**config.mk**
```make
export PLATFORM = sky130hd
export DESIGN_NAME = overvoltage_ctrl
export DESIGN_NICKNAME = d
export VERILOG_FILES = /design/src/rtl/overvoltage_pkg.sv /design/src/rtl/ov_debounce.sv /design/src/rtl/overvoltage_ctrl.sv
export SDC_FILE = /design/constraint.sdc
export NUM_CORES = 1
export LEC_CHECK = 0
export CORE_UTILIZATION = 35
export DETAILED_ROUTE_END_ITERATION = 6
export GPL_TIMING_DRIVEN = 0
export SLEW_MARGIN = 20
export SYNTH_ARGS = -nofsm -noshare
export SYNTH_HDL_FRONTEND = slang
export SYNTH_HIERARCHICAL = 1
export SYNTH_SLANG_ARGS = --single-unit
```
**constraint.sdc**
```tcl
create_clock -name clk -period 2.2 [get_ports clk]
set_input_delay 0.22 -clock clk [delete_from_list [all_inputs] [get_ports clk]]
set_output_delay 0.22 -clock clk [all_outputs]
set_load 0.01 [all_outputs]
```
**src/rtl/overvoltage_pkg.sv**
```systemverilog
// Shared types and helpers for the over-voltage detector control block.
package overvoltage_pkg;

  localparam int unsigned OTRIP_W = 4;
  localparam int unsigned OTRIP_N = 16;

  typedef enum logic [1:0] {
    OFF    = 2'd0,
    SETTLE = 2'd1,
    ACTIVE = 2'd2
  } ov_state_t;

  function automatic logic [OTRIP_N-1:0] otrip_onehot(input logic [OTRIP_W-1:0] sel);
    logic [OTRIP_N-1:0] oh;
    oh      = '0;
    oh[sel] = 1'b1;
    return oh;
  endfunction

endpackage

```
**src/rtl/ov_debounce.sv**
```systemverilog
// Two-flop synchroniser and level debouncer for the raw comparator output.
module ov_debounce #(
  parameter int unsigned DEB_W = 8
) (
  input  logic             clk,
  input  logic             rst_n,
  input  logic             enable,
  input  logic             raw,
  input  logic [DEB_W-1:0] thresh,
  output logic             filtered
);

  logic             s1;
  logic             s2;
  logic [DEB_W-1:0] cnt;

  always_ff @(posedge clk or negedge rst_n) begin
    if (!rst_n) begin
      s1 <= 1'b0;
      s2 <= 1'b0;
    end else begin
      s1 <= raw;
      s2 <= s1;
    end
  end

  // A disagreement must persist for thresh+1 sampled cycles before it is accepted.
  always_ff @(posedge clk or negedge rst_n) begin
    if (!rst_n) begin
      cnt      <= '0;
      filtered <= 1'b0;
    end else if (!enable) begin
      cnt      <= '0;
      filtered <= 1'b0;
    end else if (s2 != filtered) begin
      if (cnt == thresh) begin
        filtered <= s2;
        cnt      <= '0;
      end else begin
        cnt <= cnt + DEB_W'(1);
      end
    end else begin
      cnt <= '0;
    end
  end

endmodule

```
**src/rtl/overvoltage_ctrl.sv**
```systemverilog
// Over-voltage detector control: enable/settle sequencing, trip decode, debounce, flag and irq.
// Optional trip event counter enabled by defining OVERVOLTAGE_TRIP_CNT_EN.
module overvoltage_ctrl
  import overvoltage_pkg::*;
#(
  parameter int unsigned SETTLE_CYCLES = 64,
  parameter int unsigned DEB_W         = 8
) (
  input  logic               clk,
  input  logic               rst_n,
  input  logic               ena_in,
  input  logic [OTRIP_W-1:0] otrip,
  input  logic [DEB_W-1:0]   deb_cnt,
  input  logic               clr_flag,
  input  logic               ovout,
  output logic               ena,
  output logic [OTRIP_N-1:0] otrip_decoded,
  output logic               ov_valid,
  output logic               ov_flt,
  output logic               ov_flag,
  output logic               ov_irq
`ifdef OVERVOLTAGE_TRIP_CNT_EN
  ,
  output logic [7:0]         trip_cnt
`endif
);

  localparam logic [15:0] SETTLE_LAST = 16'(SETTLE_CYCLES - 1);

  ov_state_t          state_q;
  ov_state_t          state_d;
  logic [15:0]        settle_cnt;
  logic [OTRIP_W-1:0] otrip_q;
  logic               otrip_chg;
  logic               settle_restart;
  logic               deb_enable;
  logic               flt_prev;
  logic               flt_rise;

  always_ff @(posedge clk or negedge rst_n) begin
    if (!rst_n) begin
      otrip_q       <= '0;
      otrip_decoded <= otrip_onehot('0);
    end else begin
      otrip_q       <= otrip;
      otrip_decoded <= otrip_onehot(otrip);
    end
  end

  always_comb begin
    state_d        = state_q;
    otrip_chg      = (otrip_q != otrip);
    settle_restart = 1'b0;
    unique case (state_q)
      OFF: begin
        if (ena_in) begin
          state_d        = SETTLE;
          settle_restart = 1'b1;
        end
      end
      SETTLE: begin
        if (otrip_chg) begin
          settle_restart = 1'b1;
        end else if (settle_cnt == SETTLE_LAST) begin
          state_d = ACTIVE;
        end
      end
      ACTIVE: begin
        if (otrip_chg) begin
          state_d        = SETTLE;
          settle_restart = 1'b1;
        end
      end
      default: state_d = OFF;
    endcase
    if (!ena_in) begin
      state_d        = OFF;
      settle_restart = 1'b0;
    end
  end

  always_ff @(posedge clk or negedge rst_n) begin
    if (!rst_n) begin
      state_q    <= OFF;
      settle_cnt <= '0;
    end else begin
      state_q <= state_d;
      if (state_d != SETTLE || settle_restart) begin
        settle_cnt <= '0;
      end else begin
        settle_cnt <= settle_cnt + 16'd1;
      end
    end
  end

  assign ena      = (state_q != OFF);
  assign ov_valid = (state_q == ACTIVE);

  // Qualifying with the next state lets ov_flt drop on the same edge that leaves ACTIVE.
  assign deb_enable = (state_q == ACTIVE) && (state_d == ACTIVE);

  ov_debounce #(
    .DEB_W (DEB_W)
  ) u_debounce (
    .clk      (clk),
    .rst_n    (rst_n),
    .enable   (deb_enable),
    .raw      (ovout),
    .thresh   (deb_cnt),
    .filtered (ov_flt)
  );

  assign flt_rise = ov_flt & ~flt_prev;

  always_ff @(posedge clk or negedge rst_n) begin
    if (!rst_n) begin
      flt_prev <= 1'b0;
      ov_irq   <= 1'b0;
      ov_flag  <= 1'b0;
    end else begin
      flt_prev <= ov_flt;
      ov_irq   <= flt_rise;
      ov_flag  <= flt_rise | (ov_flag & ~clr_flag);
    end
  end

`ifdef OVERVOLTAGE_TRIP_CNT_EN
  always_ff @(posedge clk or negedge rst_n) begin
    if (!rst_n) begin
      trip_cnt <= '0;
    end else if (flt_rise) begin
      if (clr_flag) begin
        trip_cnt <= 8'd1;
      end else if (trip_cnt != 8'hFF) begin
        trip_cnt <= trip_cnt + 8'd1;
      end
    end else if (clr_flag) begin
      trip_cnt <= '0;
    end
  end
`endif

endmodule

```
# == After elaboration in Yosys (flattened, before gate mapping) ==
# Index checks and enable logic that the tools add are counted.
# word_totals
n_memories,0
ff_bits,52
mem_bits_rw,0
rom_bits,0
latch_bits,0
wordCells,54
# op_classes
n_shift,0
mul,0
order_cmp,2
n_addsub,2
n_mux,17
n_bitwise,5
n_div,0
reduce_logical,7
n_eq_ne,10
# ops
cell,n
$mux W8,3
$add A16 B1 Y16 const B,1
$eq A16 B6 Y1 const B,1
$mux W16,1
$add A8 B1 Y8 const B,1
$eq A8 B8 Y1,1
$mux W2,4
$mux W1,6
$pmux W2 S3,1
$lt A4 B5 Y1 const B,1
$demux W1 S4,1
$eq A2 B2 Y1 const B,2
$ge A4 B1 Y1 const B,1
$ne A2 B2 Y1 const B,2
$ne A4 B4 Y1,1
$and A1 B1 Y1,2
$eq A2 B1 Y1 const B,1
$logic_and A1 B1 Y1,2
$logic_not A2 Y1,1
$ne A2 B1 Y1 const B,1
$not A1 Y1,2
$pmux W1 S2,1
$reduce_and A2 Y1,1
$reduce_bool A2 Y1,1
other kinds (4),4

# == Longest topological paths before layout ==
# depth
ltp_word,9
depth_mapped,9
ltp_nobuf,8

# == Modules after synthesis ==
# The synthesis kept the hierarchy.
# by_module_without_submodules
module,area_per_inst_um2,seq_area_each_um2,cells_per_inst,instances
overvoltage_ctrl,1994.4,1027.2,173,1
ov_debounce,553.0,275.3,49,1

# == Least setup slack after synthesis ==
# No wires, ideal clock.
# synth_timing
kind,flip-flop to flip-flop
startpoint,reg settle_cnt[13]
endpoint,reg u_debounce.filtered
t_required_ns,2.104
arrival_ns,1.789
stages_incl_launch_ff,9
setup_time_ns,0.096
setup_slack_ns,0.316
period_less_slack_ns,1.884
path_cell_list,dfrtp_1 -> nor4_1 -> nand3_1 -> o311ai_1 -> a31o_1 -> buf_6 -> and3_1 -> nand2_1 -> o31ai_1
# synth_via
elab_chain_len,9
# synth_rtl
item,line,text
from (decl),overvoltage_ctrl.sv:32,logic [15:0] settle_cnt;
from (signal assigned),overvoltage_ctrl.sv:91,settle_cnt <= settle_cnt + 16'd1;
$eq A16 B6 Y1 *,overvoltage_ctrl.sv:64,end else if (settle_cnt == SETTLE_LAST) begin
$mux W2 *,overvoltage_ctrl.sv:64,
$mux W2 *,overvoltage_ctrl.sv:62,if (otrip_chg) begin
$pmux W2 S3 *,overvoltage_ctrl.sv:54,unique case (state_q)
$mux W2 *,overvoltage_ctrl.sv:76,if (!ena_in) begin
$eq A2 B2 Y1 *,overvoltage_ctrl.sv:100,assign deb_enable = (state_q == ACTIVE) && (state_d == ACTIVE);
$logic_and A1 B1 Y1 *,overvoltage_ctrl.sv:100,
named net deb_enable,overvoltage_ctrl.sv:36,logic deb_enable;
$ne A2 B2 Y1 (no source line),--,
$reduce_and A2 Y1 (no source line),--,
to (signal assigned),ov_debounce.sv:31,filtered <= 1'b0;
to (signal assigned),ov_debounce.sv:34,filtered <= 1'b0;
to (signal assigned),ov_debounce.sv:37,filtered <= s2;
to (decl),ov_debounce.sv:10,output logic filtered
# Mark *: on every way through the listed nets, which the timed path passes. The rest lies on a longest branch.
# A chain may end at the register's enable or synchronous reset.

# == Worst setup path after layout ==
# layout_timing
startpoint,reg settle_cnt[14]
endpoint,reg u_debounce.filtered
# The elaborated chain is that of the path after synthesis.

==> metrics.txt <==
Fmax=0.489 GHz; Final Hold Vio Count=0; Avg WL per Cell=13.4 um; CTS buffer count=5; die area=7620 um^2; CP Launch Type=register; crit share post-route=93.0%; Worst Skew=0.0114 ns; Slew Viols, Final=0; end point of the critical path=u_debounce/filtered$_DFFE_PN0P_; Sequential Area=1310 um^2; gp weighted congestion=0.766; Seq cells post-synth=52; gr ovfl total=0; worst r2r dst=u_debounce/filtered$_DFFE_PN0P_; clk sink count=52; Die Y=87.3 um; count leader, synth=dfrtp_1; gr usage total=14.3%; switching part of the total=26.2%; Worst Reg-to-Reg Cells=8; Routed WL=4940 um; DRT iter0 DRCs=48; H-tree depth=2; RSZ-0062 raised after global routing=no; HPWL Detailed=3320 um; clock-pin slew on the worst setup and hold paths=0.11 ns; Reg power frac=55.8%; Core ar.=6910 um^2; Peak VDD IR=0.000278 V; share of layout cells above drive strength 1=20.6%; Pleak=1.40 nW; Residual DRC=0; DR vias/cell=4.68; top-level I/O count=38; ANT cells=0; fin util=46.7%; fraction of registers with async set/reset=100%; reg-to-reg startpoint=settle_cnt[14]$_DFF_PN0_; Hold Crit Start=ovout; highest cell delay on the worst timing path=0.45 ns; Avg Cell Area, Syn=11.5 um^2; first-pass GRT wire length=8380 um; status=finished, final reports clean; reg-to-reg slack, setup=0.15 ns; worst-margin pin slew=0.654 ns; CTS tree=built; Max Cap Violations=0; DRT Pass-1 Iters=4; Worst Hold Class=input pin to register; initial antenna violation count=0; largest net degree at the start of global routing=53; NetSw=0.000461 W; site row count=30; Synth top cells by count=dfrtp_1 (51), nand2_1 (21), xnor2_1 (20); Top cell by count, worst path=o31ai_1; Crit-path slowest cell=dfrtp_1; Worst setup EP type=register; clock share of power=33.6%; Mapped Cells=222; crit path DAT=2.27 ns; Synth top area share=50.1%; filler cell count in the final layout=657; Slew HR=56.4%; pwr dens=545 nW/um^2; routed via count=1724; clock latency on the worst-skew pair=0.32 ns; worst-path cell chain=nor4_4, nand3_2, o31ai_1, and3b_1, buf_4, and3_4, nand2_1, o31ai_1; post-route ant nets=0; Initial Util=36.9%; Final #Nets=294; Port Buf Inserts=37; hold slack=0.340 ns; top cells by area, synth=dfrtp_1 (50%), xnor2_1 (6.9%), nor3_2 (3.5%); cell taking the most area after synthesis=dfrtp_1; crit path from=settle_cnt[14]$_DFF_PN0_; Post-synth EDFFs=0; clock buffer depth=2; Worst EP required=2.42 ns; Root Buffer=clkbuf_8; Int Pwr=0.00130 W; area occupied by multi-input gates=1160 um^2; Seq/Total Area, Yosys=51.1%; largest fanout on the critical path=9; minimum clock period=2.05 ns; number of distinct library cells after synthesis=44; critical path class=register to register; Synth Flop Type=dfrtp_1; Syn. warnings=6; Area Overhead vs Synth=26.7%; net count after synthesis=245; mapped cell area=2550 um^2; Comb power frac=10.6%; vias in the first global route=1728; width of the die=87.3 um; # setup viols final=0
==> metrics by stage <==
step | power (W) | TNS [ns] | area (um^2) | setup WS, ns | instances
3_3_place_gp | 0.00118 | -39.31 | 3040 | -0.725 | 355
5_1_grt | 0.00183 | 0 | 3230 | 0.00192 | 368
6_report | 0.00176 | 0 | 3230 | 0.154 | 368
3_5_place_dp | 0.00118 | -2.97 | 3040 | -0.323 | 355
4_1_cts | 0.00178 | 0 | 3160 | 0.00701 | 364
2_1_floorplan | 0.00109 | 0 | 2550 | 0.316 | 222
==> sequential cells by signal, indices dropped and copies added (netlist names) <==
register / cells
otrip_decoded: 16
settle_cnt: 16
u_debounce/cnt: 8
otrip_q: 4
state_q: 2
flt_prev: 1
ov_flag: 1
ov_irq: 1
u_debounce/filtered: 1
u_debounce/s1: 1
u_debounce/s2: 1
==> logic make-up after synthesis <==
| family | Yosys count | share of synthesized area (%) |
|---|---|---|
| AND/OR/NAND/NOR | 103 | 24.2 |
| adder cells (fa/ha/maj) | 6 | 2.95 |
| flip-flops | 52 | 51.1 |
| XOR/XNOR | 33 | 13.0 |
| AO/OA/AOI/OAI | 10 | 3.54 |
| buffers and inverters | 18 | 5.21 |
==> power by group through the flow <==
| stage | registers [W] | logic [W] | clock network [W] |
|---|---|---|---|
| 3_3_place_gp | 0.00100 | 0.000180 | 0 |
| 3_5_place_dp | 0.00100 | 0.000182 | 0 |
| 4_1_cts | 0.000982 | 0.000186 | 0.000608 |
| 6_report | 0.000982 | 0.000187 | 0.000591 |
| 5_1_grt | 0.000984 | 0.000206 | 0.000642 |
| 2_1_floorplan | 0.00100 | 0.0000908 | 0 |
==> worst max-delay path, delay by kind of cell (launching register included) <==
kind,cells,cell delay (ns)
AND/OR/NAND/NOR,5,0.93
flip-flops,1,0.45
AO/OA/AOI/OAI,2,0.41
buffers and inverters,1,0.17
==> cell usage in the layout (no fill, tap or decap), types with 9 or more instances in the layout <==
cell type,netlist,layout
dfrtp_1,51,49
clkdlybuf4s50_1,0,36
nand2_1,21,21
xnor2_1,20,20
nor2_1,19,18
nor3_1,11,11
nor3_2,9,9
xor2_1,9,9
==> how the worst min path moves through the flow <==
| stage | endpoint | slack [ns] | cells past startpoint |
|---|---|---|---|
| floorplan | flt_prev$_DFF_PN0_ | -0.08 | 0 |
| global placement | u_debounce/s2$_DFF_PN0_ | 0.33 | 0 |
| detailed placement | settle_cnt[5]$_DFF_PN0_ | 0.31 | 1 |
| CTS | u_debounce/s1$_DFF_PN0_ | 0.34 | 1 |
| global route | u_debounce/s1$_DFF_PN0_ | 0.34 | 1 |
| finish | u_debounce/s1$_DFF_PN0_ | 0.34 | 1 |
==> per-layer routing <==
layer / vias up / wire (um) / GRT usage [%]
met5: - / 0 / 0
met3: 5 / 156 / 3.03
met4: 0 / 68 / 5.96
li1: 850 / - / -
met1: 841 / 2310 / 18.4
met2: 28 / 2410 / 23.4
==> layout make-up <==
cell class | count | area share (%)
repair buffers | 42 | 12.6
clock inverters | 3 | 0.853
clock buffers | 5 | 2.13
multi-input cells | 152 | 36.0
plain buffers | 12 | 3.49
flip-flops and latches | 52 | 40.4
well taps | 96 | 3.72
inverters | 6 | 0.698
==> repair_timing <==
| action | in CTS | in global routing |
|---|---|---|
| setup endpoints to repair | 9 | 9 |
| hold buffers | 1 | 0 |
| setup buffers | 0 | 4 |
| pin swaps | 1 | 3 |
| hold endpoints to repair | 51 | 0 |
| resized for setup | 3 | 10 |
Power figures use the tool's default switching activity.
